<file path="src/rtl/pe_pkg.sv">
// Shared widths, message-type codes and message field offsets for the PE mesh.
// Used by the PE RTL and by its benches so both agree on message layout.
package pe_pkg;

    localparam int DEF_CORDINATE_WIDTH   = 4;
    localparam int DEF_COST_WIDTH        = 8;
    localparam int DEF_TIMESTAMP_WIDTH   = 8;
    localparam int DEF_MAX_HOP_WIDTH     = 4;
    localparam int DEF_MSG_TYPE_WIDTH    = 3;
    localparam int DEF_MAX_HOPS          = 4;
    localparam int DEF_MSG_WIDTH         = 6*DEF_CORDINATE_WIDTH + DEF_TIMESTAMP_WIDTH
                                         + DEF_COST_WIDTH + DEF_MAX_HOP_WIDTH + DEF_MSG_TYPE_WIDTH;
    localparam int DEF_MATCH_VALUE_WIDTH = 2*DEF_CORDINATE_WIDTH + 2;

    // Field offsets (LSB position) for the default widths, LSB field first.
    localparam int OFS_MSG_TYPE     = 0;
    localparam int OFS_MAX_HOPS     = OFS_MSG_TYPE + DEF_MSG_TYPE_WIDTH;
    localparam int OFS_COST         = OFS_MAX_HOPS + DEF_MAX_HOP_WIDTH;
    localparam int OFS_TIMESTAMP    = OFS_COST + DEF_COST_WIDTH;
    localparam int OFS_BROKER_COL   = OFS_TIMESTAMP + DEF_TIMESTAMP_WIDTH;
    localparam int OFS_BROKER_ROW   = OFS_BROKER_COL + DEF_CORDINATE_WIDTH;
    localparam int OFS_SOURCE_COL   = OFS_BROKER_ROW + DEF_CORDINATE_WIDTH;
    localparam int OFS_SOURCE_ROW   = OFS_SOURCE_COL + DEF_CORDINATE_WIDTH;
    localparam int OFS_RECEIVER_COL = OFS_SOURCE_ROW + DEF_CORDINATE_WIDTH;
    localparam int OFS_RECEIVER_ROW = OFS_RECEIVER_COL + DEF_CORDINATE_WIDTH;

    typedef enum logic [2:0] {
        MSG_NONE  = 3'd0,
        MSG_OFFER = 3'd1
    } msg_type_e;

    // Direction index doubles as mailbox service priority (lowest first).
    localparam int DIR_N = 0;
    localparam int DIR_E = 1;
    localparam int DIR_W = 2;
    localparam int DIR_S = 3;

endpackage

</file>
<file path="src/rtl/pe_slot.sv">
// One-entry valid-ready buffer used for both mailboxes and outqueues.
// A load in the same cycle as a clear wins, so a drained slot can be refilled at once.
module pe_slot #(
    parameter int WIDTH = 8
) (
    input  logic             clk,
    input  logic             reset,
    input  logic             load,
    input  logic [WIDTH-1:0] load_value,
    input  logic             clear,
    output logic             full,
    output logic [WIDTH-1:0] value
);

    always_ff @(posedge clk or negedge reset) begin
        if (!reset) begin
            full  <= 1'b0;
            value <= '0;
        end else if (load) begin
            full  <= 1'b1;
            value <= load_value;
        end else if (clear) begin
            full  <= 1'b0;
            value <= '0;
        end
    end

endmodule

</file>
<file path="src/rtl/pe.sv">
// Mesh processing element: issues offers from defects, relays offers through
// non-defects, and at stop_offer reports the best partner or the boundary.
module pe
    import pe_pkg::*;
#(
    parameter int CORDINATE_WIDTH   = DEF_CORDINATE_WIDTH,
    parameter int COST_WIDTH        = DEF_COST_WIDTH,
    parameter int TIMESTAMP_WIDTH   = DEF_TIMESTAMP_WIDTH,
    parameter int MAX_HOP_WIDTH     = DEF_MAX_HOP_WIDTH,
    parameter int MSG_TYPE_WIDTH    = DEF_MSG_TYPE_WIDTH,
    parameter int MSG_WIDTH         = 6*CORDINATE_WIDTH + TIMESTAMP_WIDTH + COST_WIDTH
                                    + MAX_HOP_WIDTH + MSG_TYPE_WIDTH,
    parameter int MATCH_VALUE_WIDTH = 2*CORDINATE_WIDTH + 2,
    parameter int MAX_HOPS          = DEF_MAX_HOPS
) (
    input  logic                          clk,
    input  logic                          reset,
    input  logic                          measurement_value_in,
    input  logic                          measurement_valid_in,
    input  logic                          start_offer,
    input  logic                          stop_offer,
    input  logic [CORDINATE_WIDTH-1:0]    ROW_ID,
    input  logic [CORDINATE_WIDTH-1:0]    COL_ID,
    input  logic signed [COST_WIDTH-1:0]  BOUNDARY_COST,
    input  logic [MSG_WIDTH-1:0]          mailbox_north_value_in,
    input  logic                          mailbox_north_valid_in,
    output logic                          mailbox_north_ready_out,
    input  logic [MSG_WIDTH-1:0]          mailbox_east_value_in,
    input  logic                          mailbox_east_valid_in,
    output logic                          mailbox_east_ready_out,
    input  logic [MSG_WIDTH-1:0]          mailbox_west_value_in,
    input  logic                          mailbox_west_valid_in,
    output logic                          mailbox_west_ready_out,
    input  logic [MSG_WIDTH-1:0]          mailbox_south_value_in,
    input  logic                          mailbox_south_valid_in,
    output logic                          mailbox_south_ready_out,
    output logic [MSG_WIDTH-1:0]          outqueue_north_value_out,
    output logic                          outqueue_north_valid_out,
    input  logic                          outqueue_north_ready_in,
    output logic [MSG_WIDTH-1:0]          outqueue_east_value_out,
    output logic                          outqueue_east_valid_out,
    input  logic                          outqueue_east_ready_in,
    output logic [MSG_WIDTH-1:0]          outqueue_west_value_out,
    output logic                          outqueue_west_valid_out,
    input  logic                          outqueue_west_ready_in,
    output logic [MSG_WIDTH-1:0]          outqueue_south_value_out,
    output logic                          outqueue_south_valid_out,
    input  logic                          outqueue_south_ready_in,
    output logic [MATCH_VALUE_WIDTH-1:0]  match_value_out
);

    typedef struct packed {
        logic [CORDINATE_WIDTH-1:0]   rx_row;
        logic [CORDINATE_WIDTH-1:0]   rx_col;
        logic [CORDINATE_WIDTH-1:0]   src_row;
        logic [CORDINATE_WIDTH-1:0]   src_col;
        logic [CORDINATE_WIDTH-1:0]   brk_row;
        logic [CORDINATE_WIDTH-1:0]   brk_col;
        logic [TIMESTAMP_WIDTH-1:0]   ts;
        logic signed [COST_WIDTH-1:0] cost;
        logic [MAX_HOP_WIDTH-1:0]     hops;
        logic [MSG_TYPE_WIDTH-1:0]    mtype;
    } msg_t;

    localparam logic signed [COST_WIDTH-1:0] COST_MAX = {1'b0, {(COST_WIDTH-1){1'b1}}};

    logic [TIMESTAMP_WIDTH-1:0]   ts_cnt;
    logic                         is_defect;
    logic                         best_valid;
    logic signed [COST_WIDTH-1:0] best_cost;
    logic [CORDINATE_WIDTH-1:0]   best_row, best_col;
    logic [3:0]                   pending, issue;

    logic [3:0]                   mb_valid_in, mb_full, mb_consume;
    logic [MSG_WIDTH-1:0]         mb_in   [4];
    logic [MSG_WIDTH-1:0]         mb_data [4];
    logic [3:0]                   oq_ready, oq_full, oq_free, oq_load;
    logic [MSG_WIDTH-1:0]         oq_next [4];
    logic [MSG_WIDTH-1:0]         oq_data [4];
    logic [CORDINATE_WIDTH-1:0]   nbr_row [4];
    logic [CORDINATE_WIDTH-1:0]   nbr_col [4];

    logic       sel_valid, own_src, live_offer, better, accept, relay_want, relay_ok, relay_fire;
    logic [1:0] sel;
    msg_t       cur, relay_msg, fwd, offer;

    assign mb_valid_in = {mailbox_south_valid_in, mailbox_west_valid_in,
                          mailbox_east_valid_in, mailbox_north_valid_in};
    assign oq_ready    = {outqueue_south_ready_in, outqueue_west_ready_in,
                          outqueue_east_ready_in, outqueue_north_ready_in};
    assign mb_in[DIR_N] = mailbox_north_value_in;
    assign mb_in[DIR_E] = mailbox_east_value_in;
    assign mb_in[DIR_W] = mailbox_west_value_in;
    assign mb_in[DIR_S] = mailbox_south_value_in;

    assign mailbox_north_ready_out  = ~mb_full[DIR_N];
    assign mailbox_east_ready_out   = ~mb_full[DIR_E];
    assign mailbox_west_ready_out   = ~mb_full[DIR_W];
    assign mailbox_south_ready_out  = ~mb_full[DIR_S];
    assign outqueue_north_valid_out = oq_full[DIR_N];
    assign outqueue_east_valid_out  = oq_full[DIR_E];
    assign outqueue_west_valid_out  = oq_full[DIR_W];
    assign outqueue_south_valid_out = oq_full[DIR_S];
    assign outqueue_north_value_out = oq_data[DIR_N];
    assign outqueue_east_value_out  = oq_data[DIR_E];
    assign outqueue_west_value_out  = oq_data[DIR_W];
    assign outqueue_south_value_out = oq_data[DIR_S];

    for (genvar d = 0; d < 4; d++) begin : g_dir
        pe_slot #(.WIDTH(MSG_WIDTH)) u_mailbox (
            .clk        (clk),
            .reset      (reset),
            .load       (mb_valid_in[d] & ~mb_full[d]),
            .load_value (mb_in[d]),
            .clear      (mb_consume[d]),
            .full       (mb_full[d]),
            .value      (mb_data[d])
        );
        pe_slot #(.WIDTH(MSG_WIDTH)) u_outqueue (
            .clk        (clk),
            .reset      (reset),
            .load       (oq_load[d]),
            .load_value (oq_next[d]),
            .clear      (oq_full[d] & oq_ready[d]),
            .full       (oq_full[d]),
            .value      (oq_data[d])
        );
    end

    // Neighbour coordinates wrap around the mesh edge.
    always_comb begin
        nbr_row[DIR_N] = ROW_ID - CORDINATE_WIDTH'(1);
        nbr_col[DIR_N] = COL_ID;
        nbr_row[DIR_S] = ROW_ID + CORDINATE_WIDTH'(1);
        nbr_col[DIR_S] = COL_ID;
        nbr_row[DIR_E] = ROW_ID;
        nbr_col[DIR_E] = COL_ID + CORDINATE_WIDTH'(1);
        nbr_row[DIR_W] = ROW_ID;
        nbr_col[DIR_W] = COL_ID - CORDINATE_WIDTH'(1);
    end

    always_comb begin
        sel_valid = 1'b0;
        sel       = 2'd0;
        for (int d = 3; d >= 0; d--) begin
            if (mb_full[d]) begin
                sel_valid = 1'b1;
                sel       = 2'(d);
            end
        end
        cur        = mb_data[sel];
        own_src    = (cur.src_row == ROW_ID) && (cur.src_col == COL_ID);
        live_offer = sel_valid && (cur.mtype == MSG_TYPE_WIDTH'(MSG_OFFER)) && !own_src;
        better     = !best_valid || (cur.cost < best_cost) ||
                     ((cur.cost == best_cost) && ({cur.src_row, cur.src_col} < {best_row, best_col}));
        accept     = live_offer && is_defect && better;
        relay_want = live_offer && !is_defect && (cur.hops > MAX_HOP_WIDTH'(1));

        relay_msg      = cur;
        relay_msg.cost = (cur.cost == COST_MAX) ? cur.cost : cur.cost + COST_WIDTH'(1);
        relay_msg.hops = cur.hops - MAX_HOP_WIDTH'(1);

        // A pending offer claims its outqueue this cycle, so a relay must wait for it.
        relay_ok = 1'b1;
        for (int d = 0; d < 4; d++) begin
            oq_free[d] = !oq_full[d] || oq_ready[d];
            issue[d]   = pending[d] && oq_free[d];
            if ((2'(d) != sel) && (!oq_free[d] || pending[d])) relay_ok = 1'b0;
        end
        relay_fire = relay_want && relay_ok;

        mb_consume = 4'b0000;
        if (sel_valid && (!relay_want || relay_ok)) mb_consume[sel] = 1'b1;

        offer = '0;
        fwd   = '0;
        for (int d = 0; d < 4; d++) begin
            oq_load[d] = 1'b0;
            oq_next[d] = '0;
            if (issue[d]) begin
                offer.rx_row  = nbr_row[d];
                offer.rx_col  = nbr_col[d];
                offer.src_row = ROW_ID;
                offer.src_col = COL_ID;
                offer.brk_row = ROW_ID;
                offer.brk_col = COL_ID;
                offer.ts      = ts_cnt;
                offer.cost    = COST_WIDTH'(1);
                offer.hops    = MAX_HOP_WIDTH'(MAX_HOPS);
                offer.mtype   = MSG_TYPE_WIDTH'(MSG_OFFER);
                oq_load[d]    = 1'b1;
                oq_next[d]    = offer;
            end else if (relay_fire && (2'(d) != sel)) begin
                fwd        = relay_msg;
                fwd.rx_row = nbr_row[d];
                fwd.rx_col = nbr_col[d];
                oq_load[d] = 1'b1;
                oq_next[d] = fwd;
            end
        end
    end

    always_ff @(posedge clk or negedge reset) begin
        if (!reset) begin
            ts_cnt          <= '0;
            pending         <= 4'b0000;
            is_defect       <= 1'b0;
            best_valid      <= 1'b0;
            best_cost       <= '0;
            best_row        <= '0;
            best_col        <= '0;
            match_value_out <= '0;
        end else begin
            ts_cnt  <= ts_cnt + TIMESTAMP_WIDTH'(1);
            pending <= (pending & ~issue) |
                       ((start_offer && !stop_offer && is_defect) ? 4'b1111 : 4'b0000);
            if (accept) begin
                best_valid <= 1'b1;
                best_cost  <= cur.cost;
                best_row   <= cur.src_row;
                best_col   <= cur.src_col;
            end
            if (stop_offer && is_defect) begin
                if (best_valid && (best_cost < BOUNDARY_COST))
                    match_value_out <= {1'b1, 1'b0, best_row, best_col};
                else
                    match_value_out <= {1'b1, 1'b1, ROW_ID, COL_ID};
            end
            // A new measurement starts a fresh round and overrides everything above.
            if (measurement_valid_in) begin
                is_defect       <= measurement_value_in;
                best_valid      <= 1'b0;
                best_cost       <= '0;
                best_row        <= '0;
                best_col        <= '0;
                match_value_out <= '0;
            end
        end
    end

endmodule

</file>
<file path="config.mk">
export PLATFORM = sky130hd
export DESIGN_NAME = pe
export DESIGN_NICKNAME = d
export VERILOG_FILES = /design/src/rtl/pe_pkg.sv /design/src/rtl/pe_slot.sv /design/src/rtl/pe.sv
export SDC_FILE = /design/constraint.sdc
export NUM_CORES = 1
export LEC_CHECK = 0
export ABC_AREA = 1
export CORE_MARGIN = 2
export CORE_UTILIZATION = 54
export CTS_CLUSTER_DIAMETER = 40
export CTS_CLUSTER_SIZE = 12
export DETAILED_ROUTE_END_ITERATION = 7
export PLACE_DENSITY_LB_ADDON = 0.25
export SKIP_CTS_REPAIR_TIMING = 1
export SLEW_MARGIN = 30
export SYNTH_ARGS = -nofsm -noshare
export SYNTH_HDL_FRONTEND = slang
export SYNTH_SLANG_ARGS = --single-unit
</file>
<file path="constraint.sdc">
create_clock -name clk -period 6.55 [get_ports clk]
set_clock_uncertainty 0.15 [all_clocks]
set_input_delay 0.655 -clock clk [delete_from_list [all_inputs] [get_ports clk]]
set_output_delay 0.655 -clock clk [all_outputs]
set_load 0.03 [all_outputs]
</file>
==> impl_metrics.prom <==
# TYPE chip_impl_metric gauge
chip_impl_info{name="status",value="finished clean"} 1
chip_impl_metric{name="cts.clk_slew.worst_paths",unit="ns"} 0.06
chip_impl_metric{name="top_level_ports",unit=""} 424
chip_impl_metric{name="netSwitchingFraction",unit="%"} 46.3
chip_impl_metric{name="clock-sinks",unit=""} 392
chip_impl_metric{name="power.share.sequential",unit="%"} 31.0
chip_impl_metric{name="postSynthRegisterBits",unit=""} 392
chip_impl_metric{name="drive_gt1_share",unit="%"} 5.25
chip_impl_metric{name="cts-htree-levels",unit=""} 2
chip_impl_info{name="worst_r2r_end",value="best_cost[7]"} 1
chip_impl_metric{name="grt_pass1_vias",unit=""} 18300
chip_impl_metric{name="clkLatencyLatePin",unit="ns"} 0.56
chip_impl_metric{name="yosysSeqAreaShare",unit="%"} 50.8
chip_impl_metric{name="arrival",unit="ns"} 5.46
chip_impl_metric{name="final-setup-viol-count",unit=""} 0
chip_impl_metric{name="area_growth_syn_to_layout",unit="%"} 29.0
chip_impl_metric{name="first_pass_grt_wire_length",unit="mm"} 104
chip_impl_metric{name="post_synth.cell_area_avg",unit="um^2"} 7.90
chip_impl_metric{name="timing.hold.worst_path_depth",unit=""} 1
chip_impl_metric{name="detail_route.wl_per_cell",unit="um"} 21.0
chip_impl_metric{name="total_leakage_power",unit="uW"} 0.0129
chip_impl_metric{name="number_of_placement_rows",unit=""} 69
chip_impl_info{name="grt_setup_unrepaired",value="no"} 1
chip_impl_info{name="final_common_cell",value="nand2_1"} 1
chip_impl_info{name="hold-path-endpoint",value="g_dir[2].u_outqueue.value[0]"} 1
chip_impl_metric{name="maximum_number_of_pins_on_one_net_before_global_route_repair",unit=""} 159
chip_impl_metric{name="asyncSetResetFlopFracSynth",unit="%"} 100
chip_impl_metric{name="final.min_clock_period",unit="ns"} 5.19
chip_impl_info{name="clock_tree_from_tritoncts",value="yes"} 1
chip_impl_metric{name="grt_total_usage",unit="%"} 36.7
chip_impl_metric{name="p_switching",unit="uW"} 6010
chip_impl_info{name="origin_of_the_critical_flop_to_flop_path",value="g_dir[0].u_mailbox.full"} 1
chip_impl_metric{name="post_synth_num_cell_types",unit=""} 38
chip_impl_metric{name="worstMarginPinSlew",unit="ns"} 0.961
chip_impl_metric{name="grt_overflow_total",unit=""} 0
chip_impl_metric{name="p_comb_share",unit="%"} 48.6
chip_impl_metric{name="crit_fanout",unit=""} 24
chip_impl_metric{name="layout.nets",unit=""} 3014
chip_impl_metric{name="drc_errors",unit=""} 0
chip_impl_info{name="startpoint_class",value="flop"} 1
chip_impl_metric{name="synth_area",unit="mm^2"} 0.0193
chip_impl_metric{name="power.share.clock",unit="%"} 20.5
chip_impl_metric{name="synthCells",unit=""} 2448
chip_impl_metric{name="grt_antenna_before_repair",unit=""} 0
chip_impl_metric{name="cellPowerDensity",unit="mW/mm^2"} 520
chip_impl_metric{name="dr.first_iter.drc_count",unit=""} 2026
chip_impl_metric{name="detailedPlacementHpwl",unit="mm"} 47.2
chip_impl_metric{name="synth_fp_nets",unit=""} 2696
chip_impl_metric{name="multi_input_comb_area",unit="mm^2"} 0.00812
chip_impl_metric{name="cap_viol_max_count",unit=""} 0
chip_impl_metric{name="first_pass_iters",unit=""} 6
chip_impl_metric{name="slew_violations",unit=""} 0
chip_impl_metric{name="timing.reg2reg.worst_path_depth",unit=""} 19
chip_impl_metric{name="fin_util",unit="%"} 70.4
chip_impl_info{name="worst_hold_startpoint",value="g_dir[2].u_outqueue.value[0]"} 1
chip_impl_metric{name="worst_ir_drop_vdd",unit="mV"} 0.404
chip_impl_metric{name="final_antenna_net_count",unit=""} 0
chip_impl_info{name="min-delay-path-class",value="flop to flop"} 1
chip_impl_metric{name="maxSlewHeadroom",unit="%"} 35.2
chip_impl_metric{name="hold_viol",unit=""} 0
chip_impl_info{name="final_cell_mix",value="nand2_1, dfrtp_1, clkdlybuf4s50_1"} 1
chip_impl_info{name="synth_top_flop_cell",value="dfrtp_1"} 1
chip_impl_metric{name="core_area",unit="mm^2"} 0.0354
chip_impl_metric{name="detail_route.wirelength",unit="mm"} 68.6
chip_impl_metric{name="num_antenna_cells",unit=""} 0
chip_impl_metric{name="synth-edff-count",unit=""} 0
chip_impl_info{name="root_buffer",value="clkbuf_16"} 1
chip_impl_info{name="crit_path_end_kind",value="flop"} 1
chip_impl_metric{name="cp_data_required_time",unit="ns"} 6.82
chip_impl_metric{name="die_width",unit="um"} 193
chip_impl_metric{name="nFillCells",unit=""} 2882
chip_impl_metric{name="synthesis.yosys.warnings",unit=""} 0
chip_impl_metric{name="fmax",unit="MHz"} 193
chip_impl_metric{name="placement.io_buffers",unit=""} 391
chip_impl_metric{name="final_min_period_over_clock_period",unit="%"} 79.2
chip_impl_metric{name="detailroute.via_count",unit=""} 19300
chip_impl_metric{name="floorplan.initialDensity",unit="%"} 54.6
chip_impl_metric{name="die_h",unit="um"} 193
chip_impl_metric{name="register_to_register_setup_slack",unit="ns"} 1.36
chip_impl_metric{name="final.setup.tns",unit="ns"} 0
chip_impl_metric{name="p_int",unit="uW"} 6970
chip_impl_metric{name="final_wtd_congestion",unit=""} 0.911
chip_impl_metric{name="floorplan.die_area",unit="mm^2"} 0.0373
chip_impl_metric{name="tritoncts.num_buffers",unit=""} 48
chip_impl_metric{name="vias_per_cell",unit=""} 5.93
chip_impl_metric{name="total_area_of_sequential_cells",unit="mm^2"} 0.00981
chip_impl_info{name="path_class",value="flop to flop"} 1
chip_impl_metric{name="clk_path_buf_depth",unit=""} 3
-- flip-flops by register name, summed over array words and instances, names as in the netlist --
register                count
match_value_out            10
g_dir.u_mailbox.full        4
best_col                    4
is_defect                   1
ts_cnt                      8
g_dir.u_outqueue.value    188
g_dir.u_outqueue.full       4
pending                     4
g_dir.u_mailbox.value     156
best_row                    4
best_valid                  1
best_cost                   8
-- synthesized netlist by cell type (4+ instances only) --
cell | number | area share, %
nand3_1 | 280 | 7.3
clkinv_1 | 6 | 0.12
a22o_1 | 6 | 0.27
buf_6 | 18 | 1.0
nor3_1 | 7 | 0.18
xor2_1 | 15 | 0.68
buf_2 | 39 | 1.0
a21oi_1 | 60 | 1.6
nor2_2 | 5 | 0.16
nand2_1 | 924 | 18
nor2_1 | 84 | 1.6
nand4_1 | 196 | 6.3
dfrtp_1 | 392 | 51
buf_1 | 17 | 0.33
inv_1 | 160 | 3.1
ha_1 | 30 | 1.9
o21ai_0 | 47 | 1.2
clkbuf_1 | 82 | 1.6
a21o_1 | 4 | 0.16
nand2_2 | 10 | 0.32
o221ai_1 | 9 | 0.41
o21ai_1 | 13 | 0.34
inv_2 | 6 | 0.12
o22ai_1 | 16 | 0.52
-- metrics by stage --
| step | cell area, um^2 | setup WS, ns | total power (uW) | instances | hold WS (ns) |
|---|---|---|---|---|---|
| after global routing | 24900 | 1.14 | 13600 | 3260 | 0.354 |
| after detailed placement | 23400 | 1.58 | 10200 | 3176 | 0.323 |
| final | 24900 | 1.36 | 13000 | 3260 | 0.334 |
| after global placement | 23300 | 1.50 | 10100 | 3176 | 0.318 |
| after CTS | 24900 | 1.55 | 12900 | 3259 | -0.0294 |
| after floorplan | 19300 | 3.39 | 7640 | 2448 | 0.209 |
-- routing by layer --
metal	share of wire [%]	track usage, %	vias up
li1	-	-	8670
met1	37	48.1	9203
met2	46	58.0	1247
met3	11	8.80	222
met4	5.4	16.8	0
met5	0	0	-
-- critical path, stage by stage (launching register included) --
cell	delay (ns)
dfrtp_1	0.41
inv_2	0.16
nand2_2	0.35
nand2_1	0.73
buf_4	0.40
nand2_1	0.09
nand3_1	0.18
nand2_1	0.09
inv_1	0.27
ha_1	0.30
nand2_1	0.10
inv_1	0.07
nand3_1	0.08
nand3_1	0.10
a21oi_1	0.16
nand2_1	0.08
nand2_1	0.45
nand2_1	0.28
nand2_1	0.45
o21ai_0	0.14
-- area by class of cell --
type / instances / share of cell area, %
Clock buffer: 59 / 5.15
Clock inverter: 24 / 1.14
Inverter: 172 / 2.59
Multi-Input combinational cell: 1725 / 32.6
Sequential cell: 392 / 39.3
Tap cell: 461 / 2.31
Timing Repair Buffer: 427 / 16.9
-- kinds of logic (layout without fill, tap and decap cells) --
family | after synthesis | in the layout | share of synthesized area [%]
XOR/XNOR | 16 | 16 | 0.725
adder cells (fa/ha/maj) | 30 | 30 | 1.94
buffers and inverters | 331 | 682 | 7.44
AO/OA/AOI/OAI | 163 | 163 | 4.78
flip-flops | 392 | 392 | 50.8
AND/OR/NAND/NOR | 1516 | 1516 | 34.4
-- power by group through the flow --
stage                     Combinational, uW  Clock (uW)  Sequential (uW)
after floorplan                        2850           0             4790
after global placement                 6060           0             3990
after detailed placement               6190           0             4030
after CTS                              6230        2650             3990
after global routing                   6790        2760             4100
final                                  6300        2660             4020
-- worst max-delay path by stage --
stage	depth (start not counted)	startpoint	end	slack [ns]
final	19	g_dir[0].u_mailbox.full	best_cost[7]	1.36
after global routing	20	g_dir[0].u_mailbox.full	best_cost[7]	1.14
after CTS	19	g_dir[0].u_mailbox.full	best_cost[7]	1.55
after detailed placement	19	g_dir[0].u_mailbox.full	best_cost[7]	1.58
after global placement	18	g_dir[0].u_mailbox.full	g_dir[1].u_outqueue.value[41]	1.50
after floorplan	23	g_dir[2].u_mailbox.full	best_cost[5]	3.39
Power figures use the tool's default switching activity.
